--- config.mk ---
export PLATFORM = sky130hd
export DESIGN_NAME = pass_tile_sequencer
export DESIGN_NICKNAME = d
export VERILOG_FILES = /design/src/rtl/pass_tile_sequencer.sv
export SDC_FILE = /design/constraint.sdc
export NUM_CORES = 1
export LEC_CHECK = 0
export ABC_AREA = 1
export BUFFER_PORTS_ARGS = -buffer_cell sky130_fd_sc_hd__buf_4
export CAP_MARGIN = 20
export CORE_MARGIN = 1.5
export CORE_UTILIZATION = 25
export DETAILED_ROUTE_END_ITERATION = 6
export PLACE_DENSITY = 0.39
export SETUP_SLACK_MARGIN = 0.5
export SYNTH_ARGS = -nofsm -noshare
export SYNTH_HDL_FRONTEND = slang
export SYNTH_SLANG_ARGS = --single-unit
--- constraint.sdc ---
create_clock -name clk -period 2.89 [get_ports clk]
set_input_delay 0 -clock clk [delete_from_list [all_inputs] [get_ports clk]]
set_output_delay 0 -clock clk [all_outputs]
set_load 0.02 [all_outputs]
--- src/rtl/pass_tile_sequencer.sv ---
// Top-level pass sequencer: walks weight load, FIFO/PE init, preheat and normal
// loop over a configurable number of row tiles, with per-phase watchdog and abort.
module pass_tile_sequencer #(
   parameter int unsigned TILE_W = 8,
   parameter int unsigned TO_W   = 16
) (
   input  logic              clk,
   input  logic              rst_n,
   input  logic              pass_start_i,
   input  logic [TILE_W-1:0] cfg_num_tiles_i,
   input  logic [TILE_W-1:0] cfg_tiles_per_wgt_i,
   input  logic [TO_W-1:0]   cfg_timeout_i,
   input  logic              abort_i,
   input  logic              weight_load_done_i,
   input  logic              preheat_done_i,
   input  logic              normal_loop_done_i,
   output logic              weight_load_state_o,
   output logic              init_fifo_pe_state_o,
   output logic              preheat_state_o,
   output logic              normal_loop_state_o,
   output logic [TILE_W-1:0] tile_idx_o,
   output logic              pass_busy_o,
   output logic              pass_done_o,
   output logic              pass_err_o,
   output logic [1:0]        err_code_o
);

   typedef enum logic [2:0] {
      S_IDLE,
      S_WEIGHT,
      S_FIFO_PE,
      S_PREHEAT,
      S_LOOP,
      S_DONE,
      S_ERR
   } state_e;

   state_e            state_q, state_d;
   logic [TILE_W-1:0] tile_idx_q, tile_idx_d;
   logic [TILE_W-1:0] wgt_cnt_q, wgt_cnt_d;
   logic [TILE_W-1:0] num_tiles_q, num_tiles_d;
   logic [TILE_W-1:0] tiles_per_wgt_q, tiles_per_wgt_d;
   logic [TO_W-1:0]   timeout_q, timeout_d;
   logic [TO_W-1:0]   wdog_q, wdog_d;
   logic [1:0]        err_code_q, err_code_d;
   logic              weight_load_state_q, weight_load_state_d;
   logic              init_fifo_pe_state_q, init_fifo_pe_state_d;
   logic              preheat_state_q, preheat_state_d;
   logic              normal_loop_state_q, normal_loop_state_d;
   logic              pass_busy_q, pass_busy_d;
   logic              pass_done_q, pass_done_d;
   logic              pass_err_q, pass_err_d;

   logic              wdog_hit;
   logic              last_tile;
   logic              wgt_reload;
   logic              timed;

   // Next-state, counters and registered output decodes
   always_comb begin
      state_d         = state_q;
      tile_idx_d      = tile_idx_q;
      wgt_cnt_d       = wgt_cnt_q;
      num_tiles_d     = num_tiles_q;
      tiles_per_wgt_d = tiles_per_wgt_q;
      timeout_d       = timeout_q;
      err_code_d      = err_code_q;

      wdog_hit   = (timeout_q != '0) && (wdog_q == timeout_q - TO_W'(1));
      last_tile  = (tile_idx_q == num_tiles_q - TILE_W'(1));
      wgt_reload = (tiles_per_wgt_q != '0) && (wgt_cnt_q == tiles_per_wgt_q - TILE_W'(1));

      case (state_q)
         S_IDLE: begin
            if (pass_start_i) begin
               num_tiles_d     = cfg_num_tiles_i;
               tiles_per_wgt_d = cfg_tiles_per_wgt_i;
               timeout_d       = cfg_timeout_i;
               tile_idx_d      = '0;
               wgt_cnt_d       = '0;
               err_code_d      = 2'd0;
               state_d         = (cfg_num_tiles_i == '0) ? S_DONE : S_WEIGHT;
            end
         end
         S_WEIGHT: begin
            if (abort_i) begin
               state_d    = S_ERR;
               err_code_d = 2'd0;
            end else if (weight_load_done_i) begin
               state_d = S_FIFO_PE;
            end else if (wdog_hit) begin
               state_d    = S_ERR;
               err_code_d = 2'd1;
            end
         end
         S_FIFO_PE: begin
            if (abort_i) begin
               state_d    = S_ERR;
               err_code_d = 2'd0;
            end else begin
               state_d = S_PREHEAT;
            end
         end
         S_PREHEAT: begin
            if (abort_i) begin
               state_d    = S_ERR;
               err_code_d = 2'd0;
            end else if (preheat_done_i) begin
               state_d = S_LOOP;
            end else if (wdog_hit) begin
               state_d    = S_ERR;
               err_code_d = 2'd2;
            end
         end
         S_LOOP: begin
            if (abort_i) begin
               state_d    = S_ERR;
               err_code_d = 2'd0;
            end else if (normal_loop_done_i) begin
               if (last_tile) begin
                  state_d = S_DONE;
               end else begin
                  tile_idx_d = tile_idx_q + TILE_W'(1);
                  if (wgt_reload) begin
                     wgt_cnt_d = '0;
                     state_d   = S_WEIGHT;
                  end else begin
                     wgt_cnt_d = wgt_cnt_q + TILE_W'(1);
                     state_d   = S_FIFO_PE;
                  end
               end
            end else if (wdog_hit) begin
               state_d    = S_ERR;
               err_code_d = 2'd3;
            end
         end
         S_DONE:  state_d = S_IDLE;
         S_ERR:   state_d = S_IDLE;
         default: state_d = S_IDLE;
      endcase

      // Watchdog restarts on every state entry and only runs in timed phases
      timed  = (state_q == S_WEIGHT) || (state_q == S_PREHEAT) || (state_q == S_LOOP);
      wdog_d = (timed && (state_d == state_q)) ? wdog_q + TO_W'(1) : '0;

      weight_load_state_d  = (state_d == S_WEIGHT);
      init_fifo_pe_state_d = (state_d == S_FIFO_PE);
      preheat_state_d      = (state_d == S_PREHEAT);
      normal_loop_state_d  = (state_d == S_LOOP);
      pass_busy_d          = (state_d != S_IDLE);
      pass_done_d          = (state_d == S_DONE);
      pass_err_d           = (state_d == S_ERR);
   end

   always_ff @(posedge clk or negedge rst_n) begin
      if (!rst_n) begin
         state_q              <= S_IDLE;
         tile_idx_q           <= '0;
         wgt_cnt_q            <= '0;
         num_tiles_q          <= '0;
         tiles_per_wgt_q      <= '0;
         timeout_q            <= '0;
         wdog_q               <= '0;
         err_code_q           <= 2'd0;
         weight_load_state_q  <= 1'b0;
         init_fifo_pe_state_q <= 1'b0;
         preheat_state_q      <= 1'b0;
         normal_loop_state_q  <= 1'b0;
         pass_busy_q          <= 1'b0;
         pass_done_q          <= 1'b0;
         pass_err_q           <= 1'b0;
      end else begin
         state_q              <= state_d;
         tile_idx_q           <= tile_idx_d;
         wgt_cnt_q            <= wgt_cnt_d;
         num_tiles_q          <= num_tiles_d;
         tiles_per_wgt_q      <= tiles_per_wgt_d;
         timeout_q            <= timeout_d;
         wdog_q               <= wdog_d;
         err_code_q           <= err_code_d;
         weight_load_state_q  <= weight_load_state_d;
         init_fifo_pe_state_q <= init_fifo_pe_state_d;
         preheat_state_q      <= preheat_state_d;
         normal_loop_state_q  <= normal_loop_state_d;
         pass_busy_q          <= pass_busy_d;
         pass_done_q          <= pass_done_d;
         pass_err_q           <= pass_err_d;
      end
   end

   assign weight_load_state_o  = weight_load_state_q;
   assign init_fifo_pe_state_o = init_fifo_pe_state_q;
   assign preheat_state_o      = preheat_state_q;
   assign normal_loop_state_o  = normal_loop_state_q;
   assign tile_idx_o           = tile_idx_q;
   assign pass_busy_o          = pass_busy_q;
   assign pass_done_o          = pass_done_q;
   assign pass_err_o           = pass_err_q;
   assign err_code_o           = err_code_q;

endmodule

==> results of run 1 <==
==> cell usage in the layout (no fill, tap or decap), types with 2 or more instances in the layout <==
master / synthesis / layout
nand3_4: 1 / 5
ha_1: 7 / 4
nand4_1: 7 / 7
a21oi_1: 13 / 12
clkinvlp_4: 0 / 2
dfrtp_2: 0 / 4
o21ai_0: 39 / 36
o21ai_1: 2 / 5
nand3_1: 43 / 39
bufinv_16: 0 / 2
xnor2_1: 19 / 19
ha_4: 0 / 3
nor2_1: 71 / 63
nor2_2: 8 / 15
nand2_1: 212 / 204
nor2_4: 2 / 3
a31oi_1: 2 / 2
nand3_2: 3 / 4
nor4_1: 2 / 2
o22ai_1: 2 / 2
nor3_4: 0 / 2
nor3_2: 10 / 16
buf_4: 0 / 74
dfrtp_1: 76 / 72
nor3_1: 22 / 14
nand3b_1: 4 / 4
dlygate4sd3_1: 0 / 33
xor2_1: 17 / 17
nand2_2: 6 / 8
clkbuf_16: 0 / 9
nand2_4: 0 / 7
inv_1: 85 / 76
inv_2: 2 / 11
==> synthesized netlist by cell type (3+ instances only) <==
master / number / area (µm²)
nand3_1: 43 / 215
nand3_2: 3 / 30.0
nor2_1: 71 / 267
dfrtp_1: 76 / 1900
nor3_2: 10 / 100
nand2_2: 6 / 37.5
ha_1: 7 / 87.6
nor2_2: 8 / 50.1
nand3b_1: 4 / 30.0
xor2_1: 17 / 149
nand4_1: 7 / 43.8
xnor2_1: 19 / 166
o21ai_0: 39 / 195
nand2_1: 212 / 796
nor3_1: 22 / 110
a21oi_1: 13 / 65.1
clkbuf_1: 10 / 37.5
inv_1: 85 / 319
==> metrics by stage <==
| stage | instances | TNS (ns) |
|---|---|---|
| floorplan | 677 | 0 |
| global placement | 961 | 0 |
| detailed placement | 961 | -0.0164 |
| CTS | 1016 | 0 |
| global route | 1024 | 0 |
| finish | 1024 | 0 |
==> power breakdown <==
part | switching (mW) | internal (mW)
Clock | 0.466 | 0.784
Combinational | 1.93 | 1.18
Sequential | 0.332 | 1.38
Total | 2.72 | 3.34
==> final timing paths <==
path,end,slack [ns]
hold / removal,err_code_o[0],0.1
setup / recovery,wdog_q[2],0.45
max in group asynchronous,timeout_q[7],1.90
setup reg to reg,wdog_q[2],0.45
hold reg to reg,num_tiles_q[7],0.51
min in group asynchronous,tiles_per_wgt_q[3],0.30
==> critical path: stages (launching register included) <==
cell and delay, ns:
dfrtp_1 0.45, nor2_4 0.18, nand2_2 0.10, nor2_2 0.16, nand2_1 0.08, xor2_1 0.15
nor2_2 0.17, nand4_4 0.20, nand2_1 0.13, nand2_1 0.05, nand2_1 0.05, nand2_1 0.10
nand4_1 0.10, buf_4 0.16, nand2_4 0.12, nor3_2 0.17
==> registers in the layout, indices dropped and copies added (netlist names) <==
signal                cells
timeout_q                16
tile_idx_o                8
normal_loop_state_o       1
pass_done_o               1
pass_busy_o               1
init_fifo_pe_state_o      1
state_q                   3
wgt_cnt_q                 8
err_code_o                2
pass_err_o                1
weight_load_state_o       1
num_tiles_q               8
preheat_state_o           1
tiles_per_wgt_q           8
wdog_q                   16
==> kinds of logic (layout without fill, tap and decap cells) <==
family	count (synthesis)	in the layout	synth area share, %
flops	76	76	39.7
mux	1	1	0.235
simple gates	395	398	36.8
xor+xnor	36	36	6.58
buf+inv	102	212	8.36
compound gates	60	60	6.48
fa+ha+maj	7	7	1.83
==> layout make-up <==
class	instances	area, µm²	area share (%)
sequential	76	1910	29.3
inverter	88	330	5.07
timing repair buffer	108	897	13.8
tap	234	293	4.49
clock inverter	5	83.8	1.29
multi-input combinational	502	2760	42.4
clock buffer	11	243	3.72
==> timing repair <==
| action | CTS | global route |
|---|---|---|
| setup buffers | 5 | 6 |
| endpoints found under the setup margin | 35 | 34 |
| gates cloned | 1 | 2 |
| endpoints found under the hold margin | 93 | 0 |
| hold buffers | 33 | 0 |
| gates resized for setup | 39 | 32 |
| pin swaps | 6 | 14 |
==> layer usage <==
| layer | global-route usage, % | vias to the layer above | part of all wire [%] |
|---|---|---|---|
| met5 | 0 | - | 0 |
| met1 | 19.3 | 2038 | 51 |
| met3 | 2.63 | 10 | 3.0 |
| met4 | 3.96 | 0 | 1.1 |
| met2 | 21.8 | 70 | 45 |
| li1 | - | 2352 | - |
==> results.toml, run 1 <==
[synthesis]
ys_ff_latch = 76
netlist_area_um2 = 4790
syn_avg_cell_area_um2 = 7.08
ys_seq_area_share_pct = 39.7
netlist_instances = 677
async_flop_share_pct = 100
synth_cell_types = 35
synth-edff-count = 0
synth-main-ff-cell = "dfrtp_1"
syn_nets = 723
ys_warn_count = 0

[drt]
num_vias = 4470
postRouteAntennaNets = 0
drt-wirelength-per-cell_um = 13.0
drcViolationCount = 0
drt_pass1_iterations = 4
routed_wirelength_um = 13300
initialDrtViolationCount = 162
viasPerCell = 4.37

[sta]
finalHoldViolCount = 0
setup_violations = 0
max_freq_ghz = 0.409
setup_slack_ns = 0.447
max_slew_margin_pct = 42.5
tightest_slew_ns = 0.862
drv_slew = 0
period_share_pct = 84.5
whs_ns = 0.0975
fin_worst_skew_ns = 0.00902
period_minus_slack_ns = 2.44
rsz0062_at_grt = "yes"

[clock_tree]
cts_num_sinks = 76
cts_buffers = 9
h-tree-depth = 3
clock_latency_ns = 0.34
tritoncts = "yes"
cts_buffer_depth = 2
cts-root-buf = "clkbuf_16"
cts.clk_slew.worst_paths_ns = 0.06

[floorplan]
row_count = 50
chipWidth_um = 141
io_pins = 56
dieArea_um2 = 20000
die-height_um = 141
core_area_um2 = 18800
initial_core_util_pct = 25.5

[global_route]
antenna_found_initial = 0
grt_pass1_wl_um = 21800
grt_pass1_vias = 4305
grt_overflow = 0
grt_usage_pct = 13.8
grt_start_max_net_pins = 64

[power_and_ir_drop]
irDropWorstVdd_mv = 0.328
power.total_mw = 6.07
power.leakage_nw = 3.05
power_density_nw_per_um2 = 931

[worst_hold_path]
holdPathStages = 4
hp-start = "abort_i"
hp-class = "in2reg"

[final_layout]
area_growth_pct = 36.0
n_antenna_cell = 0
fin_nets = 831
fin_util_pct = 34.7
fillers = 1995
postLayoutCellArea_um2 = 6520
final_layout_size_suffix_gt1_share_pct = 22.0

[setup_path]
critPathKind = "reg2reg"
worstReg2RegStart = "timeout_q[3]"
worstPathRequired_ns = 3.15
arrival_ns = 2.70
crit_path_end_kind = "flop"
start_kind = "flop"
crit_start = "timeout_q[3]"
r2r_cells = 15
critPathMaxFanout = 8

[flow_run]
max_cap_violations = 0

[placed_design]
detailedPlace.worstSlack_ns = -0.0150
placed_area_um2 = 5490
dp_hpwl_um = 9490
io_buffers = 55
gp_congestion = 0.804

[outcome]
status = "completed"
No activity file was read; power rests on OpenSTA's default activity.
==> run 2, diff against run 1 <==
- ABC_AREA: 1 -> 0
- PLACE_DENSITY: 0.39 -> 0.4
- clock period: 2.89 -> 2.15 ns (I/O delays scaled with it)
==> results.toml, run 2 <==
[clock_tree]
cts_num_sinks = 76
clock_latency_ns = 0.35
tritoncts = "yes"
cts_buffer_depth = 2
cts_buffers = 9
h-tree-depth = 3
cts.clk_slew.worst_paths_ns = 0.07
cts-root-buf = "clkbuf_16"

[sta]
fin_worst_skew_ns = 0.00929
max_freq_ghz = 0.330
rsz0062_at_grt = "yes"
setup_slack_ns = -0.876
whs_ns = 0.113
finalHoldViolCount = 0
drv_slew = 0
period_share_pct = 141
setup_violations = 42
max_slew_margin_pct = 61.7
period_minus_slack_ns = 3.03
tightest_slew_ns = 0.574
setup_tns_ns = -21.08

[setup_path]
slowest_stage = "or4b_4"
rrSetupSlack_ns = -0.88
critPathMaxFanout = 4
critical_path_buf_inv_count = 3
cpMostUsedCell = "buf_6"
r2r_cells = 13
crit_path_end_kind = "flop"
arrival_ns = 3.26
cp_slowest_stage_delay_ns = 0.49
worstPathRequired_ns = 2.38
path_cells = "inv_4, ha_4, or4b_4, or3_4, mux2i_1, nand2_1, o21ai_2, nor4_4, buf_6, buf_6, a21oi_4, a41oi_2, mux2_4"
start_kind = "flop"
r2r-end = "err_code_o[0]"
worstReg2RegStart = "timeout_q[0]"
critPathKind = "reg2reg"
crit_family = "simple AND/OR/NAND/NOR gates"

[placed_design]
io_buffers = 55
placed_area_um2 = 6340
detailedPlace.worstSlack_ns = -0.964
gp_congestion = 0.815
dp_hpwl_um = 10800
place_inst = 893

[synthesis]
muxShareOfSynthArea_pct = 6.95
ys_seq_area_share_pct = 41.0
synth_fa_ha_area_share_pct = 1.89
synth-main-ff-cell = "dfrtp_1"
yosys.area.top_type = "dfrtp_1"
synth-edff-count = 0
async_flop_share_pct = 100
yosys.cell_count.top_type = "dfrtp_1"
synth_xor_area_share_pct = 10.4
synth_top_family_by_area = "simple AND/OR/NAND/NOR gates"
ys_ff_latch = 76
netlist_area_um2 = 4640
netlist_instances = 505
syn_nets = 551
synthTopCellsByArea = "dfrtp_1, mux2_2, xnor2_1"
synth_cell_types = 66
syn_avg_cell_area_um2 = 9.19
netlist_top_cells_count = "dfrtp_1, nor2_1, nand2_1, o21ai_0, xnor2_1"
yosys.area_share.simple_pct = 23.2
synth_compound_gate_area_share_pct = 13.2
ys_warn_count = 0
yosysTopAreaCellShare_pct = 41.0

[final_layout]
fin_nets = 780
n_antenna_cell = 0
area_growth_pct = 69.2
stdcell_count = 968
mostFrequentLayoutCells = "buf_4, dfrtp_1, nand2_1, nor2_1, dlygate4sd3_1"
final_layout_size_suffix_gt1_share_pct = 44.8
reg.largest.list = "timeout_q: 16 flops, wdog_q: 16 flops"
final_common_cell = "buf_4"
fillers = 1772
postLayoutCellArea_um2 = 7860
fin_util_pct = 43.4

[power_and_ir_drop]
switching_share_pct = 37.6
power_switching_mw = 3.87
power.clock.fraction_pct = 18.5
power_density_nw_per_um2 = 1310
irDropWorstVdd_mv = 0.641
pwr-share-comb_pct = 58.5
seq_power_share_pct = 23.0
power.total_mw = 10.3
power.leakage_nw = 3.47
internal_power_mw = 6.43

[worst_hold_path]
hold_end = "err_code_o[1]"
hp-class = "in2reg"
holdPathStages = 3
hp-start = "abort_i"

[outcome]
status = "complete, but fails checks"
violations = "DRC, setup timing"

[drt]
num_vias = 4521
drt_pass1_iterations = 6
m1WireLength_um = 7470
viasPerCell = 4.67
drt-wirelength-per-cell_um = 15.8
dr_wl_met3_um = 403
initialDrtViolationCount = 319
top_layer_used = "met4"
postRouteAntennaNets = 0
wl_met2_um = 7240
drcViolationCount = 2
routed_wirelength_um = 15300

[floorplan]
row_count = 49
core_area_um2 = 18100
dieArea_um2 = 19400
initial_core_util_pct = 25.7
die-height_um = 139
chipWidth_um = 139
io_pins = 56

[global_route]
grt_usage_pct = 15.7
grt_pass1_wl_um = 23900
grt_start_max_net_pins = 40
grt_pass1_vias = 4587
grt_overflow = 0
antenna_found_initial = 0

[flow_run]
max_cap_violations = 0
## run 2: per-layer routing
metal  vias to the layer above  GRT usage (%)
met3                        12           2.62
met5                         -              0
met4                         0           5.26
met2                        58           25.2
li1                       2265              -
met1                      2186           21.2
## run 2: worst reg2reg max path, cell delays in order (launching register included)
cell and delay (ns):
dfrtp_1 0.41, inv_4 0.07, ha_4 0.13, or4b_4 0.49, or3_4 0.36, mux2i_1 0.12
nand2_1 0.10, o21ai_2 0.08, nor4_4 0.26, buf_6 0.17, buf_6 0.11, a21oi_4 0.05
a41oi_2 0.25, mux2_4 0.33
## run 2: what timing repair did
item                                    4_1_cts  5_1_grt
pin swaps                                    33       17
hold endpoints to repair                     70        0
setup buffers                                 7       14
hold buffers                                 33        0
gates cloned                                  1        4
endpoints found under the setup margin       72       76
resized for setup                            57       80
## run 2: how the worst max path moves through the flow
stage          depth (start not counted)         start  slack, ns            end
5_1_grt                               13  timeout_q[0]      -0.99  err_code_o[1]
6_report                              13  timeout_q[0]      -0.88  err_code_o[0]
2_1_floorplan                         12  timeout_q[0]      -0.92  err_code_o[0]
3_3_place_gp                          14  timeout_q[1]      -0.89  err_code_o[1]
4_1_cts                               13  timeout_q[1]      -0.86  err_code_o[0]
3_5_place_dp                          14  timeout_q[1]      -0.96  err_code_o[1]
## run 2: power by group through the flow
stage	Sequential [mW]	Clock (mW)	Combinational, mW
floorplan	2.39	0	2.67
CTS	2.36	1.95	5.30
finish	2.37	1.91	6.03
global route	2.44	2.02	6.55
global placement	2.36	0	4.74
detailed placement	2.36	0	4.77
## run 2: cell type report
type                    count  area (µm²)  share of cell area [%]
clock buffers              10         229                    2.91
clock inverters             6         136                    1.74
inverters                  18        75.1                   0.956
multi-input cells         392        3130                    39.9
flip-flops and latches     76        1910                    24.3
well taps                 229         287                    3.65
repair buffers            237        2090                    26.6
## run 2: cells by family (layout without fill, tap and decap cells)
logic type	Yosys count	count (layout)
AND/OR/NAND/NOR	209	209
AO/OA/AOI/OAI	92	92
flip-flops	76	76
XOR/XNOR	55	55
buffers and inverters	37	271
multiplexers	29	29
adder cells (fa/ha/maj)	7	7
==> run 3, diff against run 2 <==
- PLACE_DENSITY: 0.4 -> 0.39
- SLEW_MARGIN: default -> 10
- clock period: 2.15 -> 3.4 ns (I/O delays scaled with it)
==> results.toml, run 3 (synthesis gave the netlist of run 2 again) <==
[sta]
fin_worst_skew_ns = 0.0125
rsz0062_at_grt = "yes"
period_minus_slack_ns = 3.10
drv_slew = 0
setup_violations = 0
setup_tns_ns = 0
max_freq_ghz = 0.323
period_share_pct = 91.2
tightest_slew_ns = 0.705
finalHoldViolCount = 0
max_slew_margin_pct = 53.0

[setup_path]
crit_path_end_kind = "flop"
rrSetupSlack_ns = 0.30
r2r-end = "err_code_o[1]"
critPathMaxFanout = 10
r2r_cells = 10
critPathKind = "reg2reg"
worstPathRequired_ns = 3.63
arrival_ns = 3.33
crit_start = "timeout_q[2]"
crit_end = "err_code_o[1]"
worstReg2RegStart = "timeout_q[2]"
start_kind = "flop"

[placed_design]
gp_congestion = 0.797
io_buffers = 55
placed_area_um2 = 5360
dp_hpwl_um = 9530

[power_and_ir_drop]
power.leakage_nw = 2.62
power_density_nw_per_um2 = 790
irDropWorstVdd_mv = 0.338

[final_layout]
final_common_cell = "buf_4"
n_antenna_cell = 0
postLayoutCellArea_um2 = 6270
fin_nets = 652
reg.largest.list = "timeout_q: 16 flops, wdog_q: 16 flops"
mostFrequentLayoutCells = "buf_4, dfrtp_1, nand2_1, nor2_1, dlygate4sd3_1"
final_layout_size_suffix_gt1_share_pct = 27.3
area_growth_pct = 35.0
fin_util_pct = 34.7

[drt]
drt_pass1_iterations = 7
drcViolationCount = 5
initialDrtViolationCount = 171
num_vias = 4077
viasPerCell = 4.85
routed_wirelength_um = 13500
postRouteAntennaNets = 0
drt-wirelength-per-cell_um = 16.0

[global_route]
grt.met3_usage_pct = 3.13
met1_usage_pct = 20.0
grt_start_max_net_pins = 51
grt_usage_pct = 14.8
grt_pass1_vias = 4329
grt_pass1_wl_um = 22500
grt_overflow = 0
antenna_found_initial = 0
use_met2_pct = 22.9
busiest_layer = "met2"

[floorplan]
dieArea_um2 = 19400
chipWidth_um = 139
initial_core_util_pct = 25.7
die-height_um = 139
row_count = 49
io_pins = 56
core_area_um2 = 18100

[clock_tree]
cts_num_sinks = 76
cts-root-buf = "clkbuf_16"
clock_latency_ns = 0.36
h-tree-depth = 3
cts_buffer_depth = 2
tritoncts = "yes"
cts_buffers = 9
cts.clk_slew.worst_paths_ns = 0.07

[flow_run]
max_cap_violations = 0

[worst_hold_path]
hp-class = "in2reg"
holdPathStages = 3

[outcome]
violations = "DRC"
status = "complete, but fails checks"
run 3: cell type report:
cell class / instances / area [µm²]
fillers: 1872 / 11800
well taps: 229 / 287
multi-input cells: 392 / 2800
repair buffers: 109 / 912
clock buffers: 10 / 229
flip-flops and latches: 76 / 1910
clock inverters: 6 / 65.1
inverters: 18 / 70.1
run 3: how the worst min path moves through the flow:
stage | startpoint | endpoint
floorplan | rst_n | err_code_o[0]
global placement | rst_n | wgt_cnt_q[2]
detailed placement | rst_n | wgt_cnt_q[2]
CTS | preheat_done_i | normal_loop_state_o
global route | preheat_done_i | normal_loop_state_o
finish | preheat_done_i | normal_loop_state_o
run 3: critical path, stage by stage, from the launching register on:
cell and delay (ns):
dfrtp_2 0.49, or3_1 0.43, o41a_1 0.34, a221oi_1 0.31, a21o_1 0.20, nand2b_1 0.18
nor4_4 0.07, buf_4 0.17, o21a_4 0.20, a41oi_4 0.26, mux2_4 0.33
run 3: per-stage QoR:
step	total power, mW	setup slack, ns	cells	hold slack [ns]
after floorplan	3.04	0.328	505	-0.296
after global placement	3.63	0.227	781	0.0915
after detailed placement	3.66	0.155	781	0.111
after CTS	4.90	0.312	839	0.0741
after global routing	5.35	0.206	840	0.0829
final	4.95	0.300	840	0.0758
run 3: what timing repair did:
action                                  CTS  global route
pin swaps                                14            10
setup buffers                             8             1
hold buffers                             33             0
hold endpoints to repair                 81             0
endpoints found under the setup margin   26            32
gates resized for setup                  27            23
cloned                                    1             0
run 3: power by group:
part | internal, mW | switching [mW]
Combinational | 1.11 | 1.23
Clock | 0.568 | 0.420
Sequential | 1.19 | 0.434
run 3: layer usage:
metal / up-vias / wire [µm]
li1: 2004 / -
met1: 1984 / 6770
met2: 73 / 6040
met3: 16 / 453
met4: 0 / 208
met5: - / 0
